[src/rtl/extmem_sync_if.sv]
// extmem_sync_if
//   Bus bundle between a requester (the micro core or a bench) and the
//   extmem_sync word memory.
//
//   Request/acknowledge handshake:
//     The master raises mem_req together with mem_we/mem_addr/mem_din.
//     The slave samples them only on a rising edge where it is idle
//     (mem_busy low before that edge). Once a request is accepted, the
//     master may change or drop all request signals. Completion is a
//     single-cycle mem_ack pulse. mem_err and mem_dout are valid in that
//     cycle. mem_clr requests a full clear. It is also sampled only while
//     idle, and it wins over a simultaneous mem_req.
//
//   Signals (master view):
//     mem_clr  out  request full clear to INIT_VAL
//     mem_req  out  access request
//     mem_we   out  1 = write, 0 = read
//     mem_addr out  word address (AW bits)
//     mem_din  out  write data (DW bits)
//     mem_dout in   registered read data
//     mem_ack  in   one-cycle completion pulse
//     mem_err  in   address out of range, valid with mem_ack
//     mem_busy in   slave not idle
interface extmem_sync_if #(
    parameter int DW = 8,
    parameter int AW = 6
);
    logic          mem_clr;
    logic          mem_req;
    logic          mem_we;
    logic [AW-1:0] mem_addr;
    logic [DW-1:0] mem_din;
    logic [DW-1:0] mem_dout;
    logic          mem_ack;
    logic          mem_err;
    logic          mem_busy;

    modport master (
        output mem_clr, mem_req, mem_we, mem_addr, mem_din,
        input  mem_dout, mem_ack, mem_err, mem_busy
    );

    modport slave (
        input  mem_clr, mem_req, mem_we, mem_addr, mem_din,
        output mem_dout, mem_ack, mem_err, mem_busy
    );
endinterface

[src/rtl/extmem_sync.sv]
// extmem_sync
//   Clocked external-memory model: a DEPTH x DW array behind a
//   request/acknowledge bus. It supports programmable wait states,
//   out-of-range error reporting and a hardware clear engine. The clear
//   engine runs after every reset and on each mem_clr request.
//
//   Ports:
//     clk       in   single clock, rising edge
//     reset     in   asynchronous, active-low reset
//     bus       slave modport of extmem_sync_if (request/ack bus)
//     dbg_state out  current FSM state (CLEAR=0, IDLE=1, WAIT=2, ACK=3)
module extmem_sync #(
    parameter int            DW       = 8,
    parameter int            AW       = 6,
    parameter int            DEPTH    = 64,
    parameter int            WAIT     = 0,
    parameter logic [DW-1:0] INIT_VAL = '0
) (
    input  logic               clk,
    input  logic               reset,
    extmem_sync_if.slave       bus,
    output logic [1:0]         dbg_state
);
    localparam int            CW      = (DEPTH > 1) ? $clog2(DEPTH) : 1;
    localparam logic [CW-1:0] LAST    = CW'(DEPTH - 1);
    localparam logic [AW:0]   DEPTH_W = (AW + 1)'(DEPTH);
    localparam logic [3:0]    WAIT_W  = 4'(WAIT);

    typedef enum logic [1:0] {
        ST_CLEAR = 2'd0,
        ST_IDLE  = 2'd1,
        ST_WAIT  = 2'd2,
        ST_ACK   = 2'd3
    } state_t;

    state_t        state_q, state_d;
    logic [CW-1:0] clr_cnt_q, clr_cnt_d;
    logic [3:0]    wait_cnt_q, wait_cnt_d;
    logic          we_q, we_d;
    logic [AW-1:0] addr_q, addr_d;
    logic [DW-1:0] din_q, din_d;
    logic [DW-1:0] dout_q, dout_d;
    logic          err_q, err_d;

    // Storage carries no reset; only the clear engine initialises it.
    logic [DW-1:0] mem_q [DEPTH];

    logic          arr_we;
    logic [CW-1:0] arr_addr;
    logic [DW-1:0] arr_data;

    logic          acc_go;
    logic          acc_we;
    logic [AW-1:0] acc_addr;
    logic [DW-1:0] acc_din;
    logic          acc_in_range;
    logic [CW-1:0] acc_idx;

    always_ff @(posedge clk or negedge reset) begin
        if (!reset) begin
            state_q    <= ST_CLEAR;
            clr_cnt_q  <= '0;
            wait_cnt_q <= '0;
            we_q       <= 1'b0;
            addr_q     <= '0;
            din_q      <= '0;
            dout_q     <= '0;
            err_q      <= 1'b0;
        end else begin
            state_q    <= state_d;
            clr_cnt_q  <= clr_cnt_d;
            wait_cnt_q <= wait_cnt_d;
            we_q       <= we_d;
            addr_q     <= addr_d;
            din_q      <= din_d;
            dout_q     <= dout_d;
            err_q      <= err_d;
        end
    end

    always_ff @(posedge clk) begin
        if (arr_we) begin
            mem_q[arr_addr] <= arr_data;
        end
    end

    always_comb begin
        state_d    = state_q;
        clr_cnt_d  = clr_cnt_q;
        wait_cnt_d = wait_cnt_q;
        we_d       = we_q;
        addr_d     = addr_q;
        din_d      = din_q;
        dout_d     = dout_q;
        err_d      = err_q;
        arr_we     = 1'b0;
        arr_addr   = clr_cnt_q;
        arr_data   = INIT_VAL;
        acc_go     = 1'b0;
        // Outside the acceptance edge, the access uses the latched request.
        acc_we     = we_q;
        acc_addr   = addr_q;
        acc_din    = din_q;

        case (state_q)
            ST_CLEAR: begin
                arr_we = 1'b1;
                if (clr_cnt_q == LAST) begin
                    state_d = ST_IDLE;
                end else begin
                    clr_cnt_d = clr_cnt_q + 1'b1;
                end
            end
            ST_IDLE: begin
                if (bus.mem_clr) begin
                    state_d   = ST_CLEAR;
                    clr_cnt_d = '0;
                end else if (bus.mem_req) begin
                    we_d   = bus.mem_we;
                    addr_d = bus.mem_addr;
                    din_d  = bus.mem_din;
                    err_d  = 1'b0;
                    if (WAIT == 0) begin
                        // No wait states: perform the access on the acceptance
                        // edge directly from the bus inputs.
                        acc_go   = 1'b1;
                        acc_we   = bus.mem_we;
                        acc_addr = bus.mem_addr;
                        acc_din  = bus.mem_din;
                        state_d  = ST_ACK;
                    end else begin
                        wait_cnt_d = WAIT_W;
                        state_d    = ST_WAIT;
                    end
                end
            end
            ST_WAIT: begin
                wait_cnt_d = wait_cnt_q - 4'd1;
                if (wait_cnt_q == 4'd1) begin
                    acc_go  = 1'b1;
                    state_d = ST_ACK;
                end
            end
            ST_ACK: begin
                state_d = ST_IDLE;
            end
            default: begin
                state_d = ST_CLEAR;
            end
        endcase

        // Out-of-range addresses never wrap onto implemented words.
        acc_in_range = ({1'b0, acc_addr} < DEPTH_W);
        acc_idx      = acc_addr[CW-1:0];

        if (acc_go) begin
            if (acc_we) begin
                if (acc_in_range) begin
                    arr_we   = 1'b1;
                    arr_addr = acc_idx;
                    arr_data = acc_din;
                end
            end else begin
                dout_d = acc_in_range ? mem_q[acc_idx] : '0;
            end
            err_d = !acc_in_range;
        end
    end

    assign bus.mem_dout = dout_q;
    assign bus.mem_ack  = (state_q == ST_ACK);
    assign bus.mem_err  = err_q;
    assign bus.mem_busy = (state_q != ST_IDLE);
    assign dbg_state    = state_q;
endmodule
[src/flat_wrapper.sv]
// flat-port wrapper written by rule: the top's interface ports become plain ports
module extmem_sync_flat 
#(
    parameter int            DW       = 8,
    parameter int            AW       = 6,
    parameter int            DEPTH    = 64,
    parameter int            WAIT     = 0,
    parameter logic [DW-1:0] INIT_VAL = '0
)
  (clk, reset, dbg_state, bus_mem_clr, bus_mem_req, bus_mem_we, bus_mem_addr, bus_mem_din, bus_mem_dout, bus_mem_ack, bus_mem_err, bus_mem_busy);
  extmem_sync_if #(.DW(DW), .AW(AW)) bus_i ();
  input  logic clk;
  input  logic reset;
  output logic [1:0] dbg_state;
  input wire logic [$bits(bus_i.mem_clr)-1:0] bus_mem_clr;
  input wire logic [$bits(bus_i.mem_req)-1:0] bus_mem_req;
  input wire logic [$bits(bus_i.mem_we)-1:0] bus_mem_we;
  input wire logic [$bits(bus_i.mem_addr)-1:0] bus_mem_addr;
  input wire logic [$bits(bus_i.mem_din)-1:0] bus_mem_din;
  output wire logic [$bits(bus_i.mem_dout)-1:0] bus_mem_dout;
  output wire logic [$bits(bus_i.mem_ack)-1:0] bus_mem_ack;
  output wire logic [$bits(bus_i.mem_err)-1:0] bus_mem_err;
  output wire logic [$bits(bus_i.mem_busy)-1:0] bus_mem_busy;
  assign bus_i.mem_clr = bus_mem_clr;
  assign bus_i.mem_req = bus_mem_req;
  assign bus_i.mem_we = bus_mem_we;
  assign bus_i.mem_addr = bus_mem_addr;
  assign bus_i.mem_din = bus_mem_din;
  assign bus_mem_dout = bus_i.mem_dout;
  assign bus_mem_ack = bus_i.mem_ack;
  assign bus_mem_err = bus_i.mem_err;
  assign bus_mem_busy = bus_i.mem_busy;
  extmem_sync #(.DW(DW), .AW(AW), .DEPTH(DEPTH), .WAIT(WAIT), .INIT_VAL(INIT_VAL)) u_core (.clk(clk), .reset(reset), .bus(bus_i), .dbg_state(dbg_state));
endmodule
[config.mk]
export PLATFORM = sky130hd
export DESIGN_NAME = extmem_sync_flat
export DESIGN_NICKNAME = d
export VERILOG_FILES = /design/src/rtl/extmem_sync_if.sv /design/src/rtl/extmem_sync.sv /design/src/flat_wrapper.sv
export SDC_FILE = /design/constraint.sdc
export NUM_CORES = 1
export LEC_CHECK = 0
export BUFFER_PORTS_ARGS = -buffer_cell sky130_fd_sc_hd__buf_4
export CAP_MARGIN = 20
export CORE_MARGIN = 5
export CORE_UTILIZATION = 30
export CTS_CLUSTER_SIZE = 24
export DETAILED_ROUTE_END_ITERATION = 7
export PLACE_DENSITY_LB_ADDON = 0.15
export RECOVER_POWER = 50
export SYNTH_ARGS = -nofsm -noshare
export SYNTH_HDL_FRONTEND = slang
export SYNTH_SLANG_ARGS = --single-unit
export TNS_END_PERCENT = 20
[constraint.sdc]
create_clock -name clk -period 4.1 [get_ports clk]
set_clock_uncertainty 0.05 [all_clocks]
set_input_delay 0.41 -clock clk [delete_from_list [all_inputs] [get_ports clk]]
set_output_delay 0.41 -clock clk [all_outputs]
set_load 0.02 [all_outputs]
# After elaboration in Yosys (flattened, before gate mapping)
# Memories as Yosys holds them, arrays and structs flattened. A register that Yosys moved wholly into a read port is not among the register bits.
# Cells that the tools add are included.
[op_classes] add_sub_neg=2 bitwise_logic=1 n_reduce_logical=9 muxes=34 eq_ne=12
[ops] operator="$mux W6" count=7
[ops] operator="$mux W8" count=5
[ops] operator="$mux W1" count=15
[ops] operator="$pmux W6 S2" count=1
[ops] operator="$reduce_and A3 Y1" count=3
[ops] operator="$mux W2" count=4
[ops] operator="$ne A2 B1 Y1 const B" count=4
[ops] operator="$pmux W2 S4" count=1
[ops] operator="$add A6 B1 Y6 const B" count=1
[ops] operator="$eq A6 B6 Y1 const B" count=1
[ops] operator="$reduce_bool A2 Y1" count=3
[ops] operator="$eq A2 B2 Y1 const B" count=2
[ops] operator="$eq A4 B1 Y1 const B" count=1
[ops] operator="$ne A2 B2 Y1 const B" count=2
[ops] operator="$sub A4 B1 Y4 const B" count=1
[ops] operator="$ne A3 B3 Y1 const B" count=1
[ops] operator="$eq A2 B1 Y1 const B" count=1
[ops] operator="$logic_not A2 Y1" count=1
[ops] operator="$pmux W1 S2" count=1
[ops] operator="$reduce_and A2 Y1" count=1
[ops] operator="$logic_not A1 Y1" count=1
[ops] operator="$not A1 Y1" count=1
[totals] memories=1 mem_bits_rw=512 elab_cells=66 in_bits=19 out_inout_bits=13 register_bits=28
[memory_table] name="u_core.mem_q" words=64 width=8 rd=1 rd_ports_with_merged_regs=1 write_ports=1 line_no="extmem_sync.sv:46" source="logic [DW-1:0] mem_q [DEPTH];"

# Longest topological paths before layout
[logic_depth] ltp_word=7 mapped_depth=15 ltp_nobuf=10

# Worst setup path after synthesis
# Ideal clock, no wire load.
[synth_path] kind="reg2reg" startpoint="register u_core.state_q[0] (netlist: u_core.dbg_state[0])" endpoint="memory u_core.mem_q[0][0], data pin" slack_ns=-0.179 period_less_slack_ns=4.279 setup_time_ns=0.548 required_ns=3.502 path_buffers=3 arrival_ns=3.681 stages_incl_launch_ff=10 cell_sequence="dfrtp_1 inv_1 ha_1 buf_2 nor4bb_1 a31oi_1 nand2b_1 clkbuf_1 buf_1 a21oi_1"
[synth_between] elab_chain_cells=4 elab_cells_between_ends=7 cone_classes="eq/ne: 2; mux: 5"
[synth_rtl] item="from (decl)" line_no="extmem_sync.sv:36" source="state_t state_q, state_d;"
[synth_rtl] item="from (signal assigned)" line_no="extmem_sync.sv:70" source="state_q <= state_d;"
[synth_rtl] item="$eq A2 B1 Y1" line_no="extmem_sync.sv:105" source="case (state_q)"
[synth_rtl] item="$mux W8 or $mux W1 (tied branches)" line_no="extmem_sync.sv:105"
[synth_rtl] item="$mux W8" line_no="extmem_sync.sv:157" source="if (acc_we) begin"
[synth_rtl] item="$mux W8 (*)" line_no="extmem_sync.sv:156" source="if (acc_go) begin"
[synth_rtl] item="named net u_core.arr_data[0]" line_no="extmem_sync.sv:50" source="logic [DW-1:0] arr_data;"
[synth_rtl] item="to (decl)" line_no="extmem_sync.sv:46"
# Mark *: on every way through the listed nets, which the timed path passes. The rest lies on a longest branch.

# Worst setup path in the final report
[layout_path] startpoint="register u_core.state_q[1] (netlist: u_core.dbg_state[1])" endpoint="register u_core.dout_q[4] (netlist: u_core.bus.mem_dout[4]) (read register of u_core.mem_q)"
[layout_between] elab_chain_cells=4 elab_cells_between_ends=7 cone_classes="eq/ne: 2; mux: 3; bitwise: 1; reduce/logical: 1"
[layout_rtl] item="$eq A2 B1 Y1" line_no="extmem_sync.sv:105"
[layout_rtl] item="$mux W1" line_no="extmem_sync.sv:105"
[layout_rtl] item="$not A1 Y1 (no line)"
[layout_rtl] item="$reduce_and A2 Y1 (no line)"
[layout_rtl] item="to (decl)" line_no="extmem_sync.sv:42" source="logic [DW-1:0] dout_q, dout_d;"
# Parallel ways exist; a longest one is shown, timed or not.
# A chain may end at the register's enable or synchronous reset.

==> flow_summary.json <==
{
  "drv_slew": 36,
  "clkLatencyLatePin_ns": 0.65,
  "tritoncts": "done",
  "cts_hold_buf": 3,
  "ys_types": 61,
  "yosysSeqAreaShare": 0.7319,
  "cts_buffers": 58,
  "grt_pass1_vias": 13420,
  "grt_pass1_wl_mm": 94.28,
  "crit_path_start": "u_core.dbg_state[1]",
  "die_x_um": 282.1,
  "worstMarginPinSlew_ns": 2.305,
  "post_cts_buffers": 0,
  "min_period_ns": 3.942,
  "clock.fmax_ghz": 0.2537,
  "clkSinkCount": 547,
  "worstPathMaxFanout": 12,
  "grt_start_max_net_pins": 68,
  "netlist_instances": 1485,
  "async_flop_share": 0.06399,
  "synth_top_area_frac": 0.6924,
  "required_ns": 4.55,
  "wl_mm": 65.44,
  "synth_fp_nets": 1511,
  "critPathKind": "reg -> reg",
  "hold_violations": 2,
  "dpl_cell_area_mm2": 0.02432,
  "synth_commonest_cells": "edfxtp_1 (512), nand2_1 (264), nor2_1 (84)",
  "synth_top_flop_cell": "edfxtp_1",
  "antenna_found_initial": 1,
  "slew_headroom": -0.5368,
  "synth-xor-area-share": 0.001183,
  "cts_max_level": 2,
  "wl_per_cell_um": 24.99,
  "vias": 13300,
  "synth_top_family_by_area": "simple AND/OR/NAND/NOR gates",
  "final-setup-viol-count": 0,
  "post_route_cells_drive_above_1_share": 0.1693,
  "drtIter0Drc": 1283,
  "io_buffers": 30,
  "synth_most_common_cell": "edfxtp_1",
  "io_pins": 32,
  "layout.nets": 1637,
  "synthAdderAreaFrac": 0.003945,
  "start_util": 0.3033,
  "viasPerCell": 5.078,
  "clk_pin_slew_worst_paths_ns": 0.06,
  "hold_class": "in -> reg",
  "design_area_mm2": 0.02601,
  "clk_path_buf_depth": 3,
  "overflow": 0,
  "yosysTopAreaCell": "edfxtp_1",
  "min_period_over_period": 0.9615,
  "yosys-top-cells-area": "edfxtp_1 (69%), nand2_1 (4.5%), dfrtp_1 (3.9%), mux4_2 (3.2%), mux2i_1 (2.5%)",
  "cts_resized": 0,
  "power_density_mw_per_mm2": 431.9,
  "root_buffer": "clkbuf_16",
  "ant_nets": 0,
  "synthesis.area_per_instance_um2": 14.95,
  "crit_arrival_ns": 4.39,
  "drt-pass1-iter-count": 6,
  "status": "finished, violations left",
  "worstHoldStart": "bus_mem_din[7]",
  "core_mm2": 0.07321,
  "violations": "hold timing, capacitance limit, slew limit",
  "yosys_register_bits": 547,
  "synthMuxAreaShare": 0.07123,
  "whs_ns": -0.02190,
  "die-height_um": 282.1,
  "synth_edf_count": 512,
  "rr_startpoint": "u_core.dbg_state[1]",
  "drv_cap": 1,
  "die_area_mm2": 0.07955,
  "num_rows": 99,
  "ir_drop_uv": 321.9,
  "grt.total_usage": 0.1616,
  "hpwl_mm": 40.25,
  "yosys_warnings": 0,
  "drcViolationCount": 0,
  "crit_path_start_kind": "flip-flop",
  "routabilityCongestion": 0.8485,
  "syn_area_mm2": 0.02220,
  "leakagePower_nw": 7.775,
  "fill_cells": 6974,
  "rsz0062_at_grt": "no",
  "cp-end-kind": "flip-flop",
  "yosys.area_share.simple": 0.1022,
  "synth_compound_area_frac": 0.06463,
  "num_antenna_cells": 0,
  "p_total_mw": 11.23,
  "syn_to_final_growth_pct": 17.13
}
[placed cells by master (no fill, tap or decap), drive strengths merged, types with 8 or more instances in the layout]
master / Yosys / final
and3: 15 / 15
a31oi: 12 / 12
edfxtp: 512 / 512
a32o: 12 / 12
mux2i: 57 / 57
inv: 16 / 17
nand4: 9 / 9
nor2: 85 / 85
nand2: 264 / 264
and4b: 11 / 11
o22ai: 20 / 20
a32oi: 18 / 18
nand3: 67 / 67
a22oi: 13 / 13
dfrtp: 35 / 35
clkbuf: 40 / 107
buf: 49 / 127
nor3: 17 / 17
a21oi: 64 / 64
o31ai: 8 / 8
clkinv: 0 / 21
or2: 9 / 9
mux2: 8 / 8
a211oi: 18 / 18
mux4: 39 / 39
o21ai: 29 / 29
[logic make-up after synthesis]
logic type	after synthesis
compound gates	215
xor+xnor	3
fa+ha+maj	7
buf+inv	105
flops	547
mux	104
other cells	1
simple gates	503
[through the flow]
step           setup TNS (ns)    util  hold WS [ns]  setup WS (ns)  std cells
2_1_floorplan          -91.82       -       0.06441        -0.1793       1485
3_3_place_gp                0  0.3322        0.3695         0.3107       2507
3_5_place_dp                0  0.3322        0.3715         0.2804       2507
4_1_cts                     0  0.3581      0.006224         0.2581       2619
5_1_grt                     0  0.3553      -0.01891        0.06068       2619
6_report                    0  0.3553      -0.02190         0.1579       2619
[registers in the layout (all words and copies together), names as in the netlist]
signal,count
u_core.we_q,1
u_core.dbg_state,2
u_core.clr_cnt_q,6
u_core.bus.mem_dout,8
u_core.wait_cnt_q,4
u_core.din_q,8
u_core.addr_q,6
u_core.mem_q,512
[critical path: stages, from the launching register on]
cell and delay (ns):
dfrtp_1 0.43, inv_1 0.11, ha_1 0.18, and3b_1 0.44, mux2i_1 0.24, clkbuf_1 0.67, nor3_2 0.26, buf_4 0.27
a32oi_1 0.21, nand4_1 0.25, or3_1 0.46, a41o_1 0.22
[final timing paths]
| path | to | slack [ns] | depth (start not counted) |
|---|---|---|---|
| max | u_core.bus.mem_dout[4] | 0.16 | 11 |
| min | u_core.din_q[7] | -0.02 | 3 |
| max reg2reg | u_core.bus.mem_dout[4] | 0.16 | 11 |
| min reg2reg | u_core.din_q[0] | 0.43 | 2 |
| max in group asynchronous | u_core.bus.mem_dout[4] | 1.70 | 2 |
| min in group asynchronous | u_core.din_q[6] | 0.96 | 2 |
[layout make-up]
cell class,count,area (um^2),area share
clock inverters,27,295.3,0.01135
clock buffers,82,1572,0.06043
flip-flops and latches,547,16250,0.6248
well taps,959,1200,0.04614
inverters,16,68.82,0.002646
repair buffers,155,1165,0.04479
multi-input cells,833,5456,0.2098
[report_power, final]
| group | switching [mW] | internal (mW) |
|---|---|---|
| clock network | 2.19 | 2.99 |
| logic | 0.0180 | 0.0138 |
| registers | 0 | 6.01 |
| total | 2.21 | 9.02 |
[per-layer routing]
| metal | part of all wire | GRT usage | wire [um] | vias to the layer above |
|---|---|---|---|---|
| li1 | - | - | - | 5939 |
| met1 | 0.45 | 0.2258 | 29270 | 6835 |
| met2 | 0.47 | 0.2592 | 30560 | 419 |
| met3 | 0.056 | 0.02914 | 3657 | 105 |
| met4 | 0.030 | 0.04959 | 1951 | 0 |
| met5 | 0 | 0 | 0 | - |
(Power assumes the default switching activity.)
